### src/rtl/aes_pkg.sv
// rtl/aes_pkg.sv - shared AES datapath constants and engine state encoding
package aes_pkg;

  localparam int AES_STATE_BYTES = 16;
  localparam int AES_WORD_BYTES  = 4;

  typedef enum logic [1:0] {
    ST_IDLE = 2'd0,
    ST_RUN  = 2'd1,
    ST_DONE = 2'd2
  } sub_state_e;

endpackage

### src/rtl/aes_sbox.sv
// rtl/aes_sbox.sv - combinational forward AES S-box (FIPS-197 table)
module aes_sbox (
  input  logic [7:0] data_i,
  output logic [7:0] data_o
);

  localparam logic [7:0] SBOX [256] = '{
    8'h63, 8'h7c, 8'h77, 8'h7b, 8'hf2, 8'h6b, 8'h6f, 8'hc5, 8'h30, 8'h01, 8'h67, 8'h2b, 8'hfe, 8'hd7, 8'hab, 8'h76,
    8'hca, 8'h82, 8'hc9, 8'h7d, 8'hfa, 8'h59, 8'h47, 8'hf0, 8'had, 8'hd4, 8'ha2, 8'haf, 8'h9c, 8'ha4, 8'h72, 8'hc0,
    8'hb7, 8'hfd, 8'h93, 8'h26, 8'h36, 8'h3f, 8'hf7, 8'hcc, 8'h34, 8'ha5, 8'he5, 8'hf1, 8'h71, 8'hd8, 8'h31, 8'h15,
    8'h04, 8'hc7, 8'h23, 8'hc3, 8'h18, 8'h96, 8'h05, 8'h9a, 8'h07, 8'h12, 8'h80, 8'he2, 8'heb, 8'h27, 8'hb2, 8'h75,
    8'h09, 8'h83, 8'h2c, 8'h1a, 8'h1b, 8'h6e, 8'h5a, 8'ha0, 8'h52, 8'h3b, 8'hd6, 8'hb3, 8'h29, 8'he3, 8'h2f, 8'h84,
    8'h53, 8'hd1, 8'h00, 8'hed, 8'h20, 8'hfc, 8'hb1, 8'h5b, 8'h6a, 8'hcb, 8'hbe, 8'h39, 8'h4a, 8'h4c, 8'h58, 8'hcf,
    8'hd0, 8'hef, 8'haa, 8'hfb, 8'h43, 8'h4d, 8'h33, 8'h85, 8'h45, 8'hf9, 8'h02, 8'h7f, 8'h50, 8'h3c, 8'h9f, 8'ha8,
    8'h51, 8'ha3, 8'h40, 8'h8f, 8'h92, 8'h9d, 8'h38, 8'hf5, 8'hbc, 8'hb6, 8'hda, 8'h21, 8'h10, 8'hff, 8'hf3, 8'hd2,
    8'hcd, 8'h0c, 8'h13, 8'hec, 8'h5f, 8'h97, 8'h44, 8'h17, 8'hc4, 8'ha7, 8'h7e, 8'h3d, 8'h64, 8'h5d, 8'h19, 8'h73,
    8'h60, 8'h81, 8'h4f, 8'hdc, 8'h22, 8'h2a, 8'h90, 8'h88, 8'h46, 8'hee, 8'hb8, 8'h14, 8'hde, 8'h5e, 8'h0b, 8'hdb,
    8'he0, 8'h32, 8'h3a, 8'h0a, 8'h49, 8'h06, 8'h24, 8'h5c, 8'hc2, 8'hd3, 8'hac, 8'h62, 8'h91, 8'h95, 8'he4, 8'h79,
    8'he7, 8'hc8, 8'h37, 8'h6d, 8'h8d, 8'hd5, 8'h4e, 8'ha9, 8'h6c, 8'h56, 8'hf4, 8'hea, 8'h65, 8'h7a, 8'hae, 8'h08,
    8'hba, 8'h78, 8'h25, 8'h2e, 8'h1c, 8'ha6, 8'hb4, 8'hc6, 8'he8, 8'hdd, 8'h74, 8'h1f, 8'h4b, 8'hbd, 8'h8b, 8'h8a,
    8'h70, 8'h3e, 8'hb5, 8'h66, 8'h48, 8'h03, 8'hf6, 8'h0e, 8'h61, 8'h35, 8'h57, 8'hb9, 8'h86, 8'hc1, 8'h1d, 8'h9e,
    8'he1, 8'hf8, 8'h98, 8'h11, 8'h69, 8'hd9, 8'h8e, 8'h94, 8'h9b, 8'h1e, 8'h87, 8'he9, 8'hce, 8'h55, 8'h28, 8'hdf,
    8'h8c, 8'ha1, 8'h89, 8'h0d, 8'hbf, 8'he6, 8'h42, 8'h68, 8'h41, 8'h99, 8'h2d, 8'h0f, 8'hb0, 8'h54, 8'hbb, 8'h16
  };

  assign data_o = SBOX[data_i];

endmodule

### src/rtl/aes_sub_bytes_serial.sv
// rtl/aes_sub_bytes_serial.sv - byte-serial forward SubBytes engine, one S-box lookup per cycle
module aes_sub_bytes_serial
  import aes_pkg::*;
#(
  parameter int NUM_BYTES = AES_STATE_BYTES
) (
  input  logic                   clk,
  input  logic                   rst,
  input  logic                   in_valid,
  output logic                   in_ready,
  input  logic [8*NUM_BYTES-1:0] in_data,
  output logic                   out_valid,
  input  logic                   out_ready,
  output logic [8*NUM_BYTES-1:0] out_data,
  output logic                   busy
);

  localparam int CNT_W = $clog2(NUM_BYTES);
  localparam int W     = 8 * NUM_BYTES;

  if (NUM_BYTES != AES_STATE_BYTES && NUM_BYTES != AES_WORD_BYTES) begin : g_bad_num_bytes
    $error("aes_sub_bytes_serial: NUM_BYTES must be 4 or 16");
  end

  sub_state_e       state_q;
  logic [CNT_W-1:0] cnt_q;
  logic [W-1:0]     sreg_q;
  logic [W-1:0]     sreg_d;
  logic             in_ready_q;
  logic             out_valid_q;
  logic             busy_q;
  logic [7:0]       sbox_out;

  aes_sbox u_sbox (
    .data_i (sreg_q[W-1 -: 8]),
    .data_o (sbox_out)
  );

  // Top byte leaves, its substitute enters at the bottom; NUM_BYTES rotates restore order.
  assign sreg_d = {sreg_q[W-9:0], sbox_out};

  always_ff @(posedge clk) begin
    if (rst) begin
      state_q     <= ST_IDLE;
      cnt_q       <= '0;
      sreg_q      <= '0;
      in_ready_q  <= 1'b1;
      out_valid_q <= 1'b0;
      busy_q      <= 1'b0;
    end else begin
      case (state_q)
        ST_IDLE: begin
          if (in_valid) begin
            sreg_q     <= in_data;
            cnt_q      <= '0;
            state_q    <= ST_RUN;
            in_ready_q <= 1'b0;
            busy_q     <= 1'b1;
          end
        end
        ST_RUN: begin
          sreg_q <= sreg_d;
          if (cnt_q == CNT_W'(NUM_BYTES - 1)) begin
            cnt_q       <= '0;
            state_q     <= ST_DONE;
            busy_q      <= 1'b0;
            out_valid_q <= 1'b1;
          end else begin
            cnt_q <= cnt_q + CNT_W'(1);
          end
        end
        ST_DONE: begin
          if (out_ready) begin
            state_q     <= ST_IDLE;
            out_valid_q <= 1'b0;
            in_ready_q  <= 1'b1;
          end
        end
        default: begin
          state_q     <= ST_IDLE;
          cnt_q       <= '0;
          in_ready_q  <= 1'b1;
          out_valid_q <= 1'b0;
          busy_q      <= 1'b0;
        end
      endcase
    end
  end

  assign in_ready  = in_ready_q;
  assign out_valid = out_valid_q;
  assign busy      = busy_q;
  assign out_data  = sreg_q;

endmodule

### config.mk
export PLATFORM = sky130hd
export DESIGN_NAME = aes_sub_bytes_serial
export DESIGN_NICKNAME = d
export VERILOG_FILES = /design/src/rtl/aes_pkg.sv /design/src/rtl/aes_sbox.sv /design/src/rtl/aes_sub_bytes_serial.sv
export SDC_FILE = /design/constraint.sdc
export NUM_CORES = 1
export LEC_CHECK = 0
export ABC_AREA = 1
export BUFFER_PORTS_ARGS = -buffer_cell sky130_fd_sc_hd__buf_2
export CAP_MARGIN = 30
export CORE_UTILIZATION = 49
export CTS_CLUSTER_DIAMETER = 40
export CTS_CLUSTER_SIZE = 16
export DETAILED_ROUTE_END_ITERATION = 6
export HOLD_SLACK_MARGIN = 0.1
export PLACE_DENSITY_LB_ADDON = 0.12
export REMOVE_ABC_BUFFERS = 1
export SLEW_MARGIN = 25
export SYNTH_ARGS = -nofsm -noshare
export SYNTH_HDL_FRONTEND = slang
export SYNTH_HIERARCHICAL = 1
export SYNTH_SLANG_ARGS = --single-unit
### constraint.sdc
create_clock -name clk -period 2.38 [get_ports clk]
set_input_delay 0.238 -clock clk [delete_from_list [all_inputs] [get_ports clk]]
set_output_delay 0.238 -clock clk [all_outputs]
set_load 0.05 [all_outputs]
**Yosys cells after proc, flatten, opt, wreduce, memory -nomap -nowiden**

Memories as Yosys holds them, arrays and structs flattened.
Index checks and enable logic that the tools add are counted.

- Register bits: 137
- Bits in read-only memories: 2048
- Input bits: 132
- Output and inout port bits: 131
- Word-level logic and storage cells: 47
- Memories kept: 1

Memories:

| name | words | width | rd ports | clocked after Yosys merged registers in | write ports | line | text |
|---|---|---|---|---|---|---|---|
| (name not given) | 256 | 8 | 1 | 0 | 0 | aes_sbox.sv:26 | `assign data_o = SBOX[data_i];` |

- Add/subtract/negate cells: 1
- Order comparisons: 1
- Eq/ne operators: 6
- Multiplexer cells: 20
- Bitwise operators: 4
- Reduce and logical (&&, ||, !) cells: 8

Operator list:

| cell | count |
|---|---|
| $pmux W128 S2 | 1 |
| $mux W128 | 1 |
| $mux W8 | 2 |
| $pmux W4 S3 | 1 |
| $reduce_and A3 Y1 | 4 |
| $ge A9 B9 Y1 const B | 1 |
| $not A8 Y9 | 1 |
| $pmux W1 S3 | 3 |
| $mux W4 | 2 |
| $mux W1 | 6 |
| $mux W2 | 3 |
| $ne A2 B2 Y1 const B | 3 |
| $pmux W2 S3 | 1 |
| $add A4 B1 Y4 const B | 1 |
| $eq A4 B4 Y1 const B | 1 |
| $reduce_and A2 Y1 | 2 |
| $not A1 Y1 | 3 |
| $eq A2 B1 Y1 const B | 1 |
| $eq A2 B2 Y1 const B | 1 |
| $logic_not A2 Y1 | 1 |
| $reduce_bool A2 Y1 | 1 |

**Longest topological paths before layout**

- Depth in word-level cells: 5
- Gate-level depth with buffers: 18
- Mapped depth without buffers: 17

**Cells and area by module**

The synthesis kept the hierarchy.

By module, submodules not included:

| module | instances | cells each | area each (um2) | sequential area each (um2) |
|---|---|---|---|---|
| aes_sub_bytes_serial | 1 | 1165 | 7299.5 | 2742.6 |
| aes_sbox | 1 | 635 | 3093.0 | 0.0 |

**Worst setup path after synthesis**

No wires, ideal clock.

- Kind: register to register
- Start: register sreg_q[121], in the netlist out_data[121]
- End: register sreg_q[3], in the netlist out_data[3]
- Setup time: 0.070 ns
- Arrival time: 2.588 ns
- Data required time: 2.310 ns
- Setup slack: -0.279 ns
- Cell stages (with the launch flop): 18
- Path buffers: 1
- Period minus slack after synthesis: 2.659 ns
- Cell sequence: dfxtp_1 -> inv_2 -> ha_1 -> buf_2 -> inv_1 -> nand2_4 -> nand2_1 -> o21ai_1 -> nand2_1 -> nand2_1 -> nand2_1 -> nand2_1 -> nand2_1 -> nand2_1 -> inv_1 -> nand2_1 -> nand3_1 -> a21oi_1

- Word-level cells in the longest chain between the ends: 5

RTL lines:

| what | line | text |
|---|---|---|
| start, declared | aes_sub_bytes_serial.sv:27 | `logic [W-1:0] sreg_q;` |
| start signal, assigned | aes_sub_bytes_serial.sv:54 | `sreg_q <= in_data;` |
| start signal, assigned | aes_sub_bytes_serial.sv:62 | `sreg_q <= sreg_d;` |
| $not A8 Y9 (not written as such) | aes_sbox.sv:26 |  |
| $mem_v2 Z256 W8 | - |  |
| $mux W8 (not written as such) (2 in series) | aes_sbox.sv:26 |  |
| net sbox_out[3] | aes_sub_bytes_serial.sv:32 | `logic [7:0] sbox_out;` |
| $pmux W128 S2 | aes_sub_bytes_serial.sv:51 | `case (state_q)` |

The timed path passes the listed nets, and every way through them passes these cells. The select of a mux whose other input is x is not followed.
A chain may end at the register's enable or synchronous reset.

**Worst setup path in the final report**

Same ends and word-level chain as after synthesis.

==> metrics.md <==
| Metric | Value |
|---|---|
| Crit path kind | reg -> reg |
| Weighted congestion reported at the end of routability-driven placement | 1.043 |
| CP Data Required Time | 2.67 ns |
| Port buffer count | 262 |
| Clock latency on the worst-skew pair | 0.42 ns |
| Biggest fanout along the worst timing path | 7 |
| Dominant cells by area after synthesis | sky130_fd_sc_hd__dfxtp_1 (26%), sky130_fd_sc_hd__nand3_1 (23%), sky130_fd_sc_hd__nand2_1 (18%) |
| Async SR Flop Fraction | 0% |
| Row Count | 52 |
| Vias in the first global route | 11,790 |
| Worst hold path type | in -> reg |
| Fin nets | 2,183 |
| Slack of the worst reg-to-reg path | 0.11 ns |
| Worst Path Arrival | 2.56 ns |
| Count of nets left with antenna violations after detail routing | 0 |
| Clock tree from TritonCTS | yes |
| Delay of the slowest cell on the worst path | 0.38 ns |
| Antenna diode count | 0 |
| Logic depth of the worst path, buffers included | 17 |
| Worst-case hold slack | 0.1149 ns |
| Leakage dissipation | 6.819 nW |
| Critical R2R Capture | out_data[3]$_SDFFE_PP0P_ |
| Layout cells sized above 1 | 21.24% |
| # Max-Cap Violations | 0 |
| DRC violation total after the first TritonRoute iteration | 1,012 |
| Global router's overall resource usage | 37.31% |
| Post-synth EDFFs | 0 |
| Yosys cell types | 30 |
| Syn Area/Cell | 5.774 sq um |
| Final slew viol count | 0 |
| Slowest CP cell | sky130_fd_sc_hd__dfxtp_1 |
| Overall die width | 147.6 um |
| Status | complete, no violations |
| Post-Syn Instances | 1,800 |
| Effective utilization at floorplan | 50.71% |
| DRC violation count after routing | 0 |
| Clock root buffer | sky130_fd_sc_hd__clkbuf_16 |
| Commonest cells in the synthesized netlist | sky130_fd_sc_hd__nand2_1 (492), sky130_fd_sc_hd__nand3_1 (468), sky130_fd_sc_hd__inv_1 (289), sky130_fd_sc_hd__a21oi_1 (154), sky130_fd_sc_hd__dfxtp_1 (137) |
| Pin slew with the least headroom to its limit | 0.9656 ns |
| Global-route wire length before repair | 63,870 um |
| Yosys warning count | 6 |
| Worst vdd ir | 0.5591 mV |
| Launching point of the worst reg2reg path | out_data[121]$_SDFFE_PP0P_ |
| Share of the synthesized area in the top cell type | 26.39% |
| Antenna violations before repair | 0 |
| Vias per cell | 5.532 |
| Count of endpoints failing hold in the final timing report | 0 |
| Chain of cells forming the critical path | inv_2, ha_1, nor2_2, nor2_2, buf_4, nand2_1, nand3_1, nand2_1, nand2_1, nand2_1, nand2_1, nand2_1, nand2_1, inv_1, nand2_1, nand3_1, a21oi_1 |
| Number of vias after detailed routing | 12,820 |
| Top cell type by total area after synthesis | sky130_fd_sc_hd__dfxtp_1 |
| DRT Wirelength | 41,140 um |
| Relative area change from synthesis to final layout | 22.15% |
| I/O pin count | 263 |
| Launching element of the worst setup path | out_data[121]$_SDFFE_PP0P_ |
| Final-report setup violation count | 0 |
| Most instantiated flip-flop cell in the synthesis netlist | sky130_fd_sc_hd__dfxtp_1 |
| Leftover overflow at the end of global routing | 0 |
| Leading cell type by number of instances after synthesis | sky130_fd_sc_hd__nand2_1 |
| Flip-flop and latch count after synthesis | 137 |
| Clock tree sinks | 137 |
| Endpoint of the most critical setup path | out_data[3]$_SDFFE_PP0P_ |
| Total Power Consumption | 9.921 mW |
| Router iterations before antenna repair | 6 |
| Worst hold stages | 3 |
| Buffering stage count on the worst path with inverters included | 3 |
| Die area | 21,800 sq um |
| Slew HR | 35.39% |
| Maximum operating frequency | 0.4408 GHz |
| Final HPWL from detailed placement | 29,840 um |
| Type of element launching the critical path | flip-flop |
| Cell repeated most along the worst path | sky130_fd_sc_hd__nand2_1 |
| Critical path endpoint category | flip-flop |
| DR WL/cell | 17.75 um |
| Bufs on Longest Clock Path | 2 |
| Standard cell core area | 20,490 sq um |
| Top delay family on crit path | simple AND/OR/NAND/NOR gates |
| R2R cell count | 17 |
| Worst slack, placed | 0.04349 ns |
| Die height | 147.6 um |
| Post-layout worst setup margin | 0.1115 ns |
| Synthesized cell area | 10,390 sq um |
| Seq/Total Area, Yosys | 26.39% |
| Number of buffers inserted during clock tree synthesis | 17 |
| Final instance area | 12,690 sq um |
| Shortest period the worst path allows | 2.268 ns |
| Clock tree skew after final layout | 0.01812 ns |
| CTS clk-pin slew, worst paths | 0.07 ns |
| Largest net degree at the start of global routing | 99 |
| Setup Buffers After CTS | 0 |
| Count of H-tree levels built during CTS | 4 |
| Share of the cycle needed by the critical path after routing | 95.31% |
| Placed instance area | 12,070 sq um |
| Power per unit of standard cell area | 781.5 nW/um^2 |
cell type report:
class / count / area [sq um]
tap: 270 / 337.8
clock buffer: 17 / 425.4
sequential: 137 / 2746
fill: 1986 / 7800
inverter: 296 / 1116
multi-input combinational: 1233 / 5817
clock inverter: 15 / 150.1
timing repair buffer: 350 / 2102
cells by family (layout without fill, tap and decap cells):
logic type / Yosys count / after routing / share of synthesized area (%)
DFF: 137 / 137 / 26.39
adders and majority gates: 16 / 16 / 1.926
and+or+nand+nor: 1038 / 1038 / 44.70
buffers and inverters: 430 / 678 / 18.13
AOI/OAI and AO/OA: 179 / 179 / 8.849
stage by stage:
stage	instances	setup TNS, ns	util (%)
detailed placement	2285	0	58.87
finish	2318	0	61.94
floorplan	1666	-111.37	-
global route	2318	-0.005085	61.94
CTS	2318	0	61.73
global placement	2285	-0.003610	58.87
how the worst min path moves through the flow:
stage	slack, ns	start	end
final	0.11	in_data[92]	out_data[92]$_SDFFE_PP0P_
after detailed placement	0.46	in_ready$_SDFFE_PP1P_	in_ready$_SDFFE_PP1P_
after global placement	0.44	in_ready$_SDFFE_PP1P_	in_ready$_SDFFE_PP1P_
after CTS	0.11	in_data[92]	out_data[92]$_SDFFE_PP0P_
after global routing	0.13	in_data[92]	out_data[92]$_SDFFE_PP0P_
after floorplan	0.31	rst	busy$_SDFFE_PP0P_
flip-flops by register name (all words and copies together) (netlist names):
register and cells:
busy 1, cnt_q 4, in_ready 1, out_data 128, out_valid 1, state_q 2
worst reg2reg max path, cell delays in order (launching register included):
cell and delay [ns]:
sky130_fd_sc_hd__dfxtp_1 0.38, sky130_fd_sc_hd__inv_2 0.11, sky130_fd_sc_hd__ha_1 0.26, sky130_fd_sc_hd__nor2_2 0.28
sky130_fd_sc_hd__nor2_2 0.13, sky130_fd_sc_hd__buf_4 0.17, sky130_fd_sc_hd__nand2_1 0.12, sky130_fd_sc_hd__nand3_1 0.10
sky130_fd_sc_hd__nand2_1 0.09, sky130_fd_sc_hd__nand2_1 0.05, sky130_fd_sc_hd__nand2_1 0.07, sky130_fd_sc_hd__nand2_1 0.06
sky130_fd_sc_hd__nand2_1 0.05, sky130_fd_sc_hd__nand2_1 0.06, sky130_fd_sc_hd__inv_1 0.05, sky130_fd_sc_hd__nand2_1 0.05
sky130_fd_sc_hd__nand3_1 0.08, sky130_fd_sc_hd__a21oi_1 0.06
layer usage:
metal  global-route usage [%]  part of all wire [%]
met1                    47.29                    40
met2                    60.57                    46
met3                    6.852                   9.2
met4                    18.92                   4.4
met5                        0                     0
timing repair:
item	CTS	global route
hold endpoints to repair	1	0
setup endpoints to repair	0	8
resized for setup	0	15
hold buffers	1	0
cell usage in the layout, fill, tap and decap left out, types with 17 or more instances in the layout:
cell type,n
sky130_fd_sc_hd__a21oi_1,154
sky130_fd_sc_hd__buf_4,78
sky130_fd_sc_hd__clkbuf_16,17
sky130_fd_sc_hd__nand3_1,468
sky130_fd_sc_hd__nand2_1,487
sky130_fd_sc_hd__nand2_2,17
sky130_fd_sc_hd__dfxtp_1,134
sky130_fd_sc_hd__nor2_1,30
sky130_fd_sc_hd__buf_2,261
sky130_fd_sc_hd__inv_1,289
power breakdown:
| part | total (mW) | leakage, nW | internal [mW] | switching [mW] |
|---|---|---|---|---|
| logic | 4.50 | 5.41 | 1.31 | 3.20 |
| clock network | 2.64 | 0.279 | 1.40 | 1.24 |
| registers | 2.78 | 1.13 | 2.56 | 0.222 |
No activity file was read; power rests on OpenSTA's default activity.
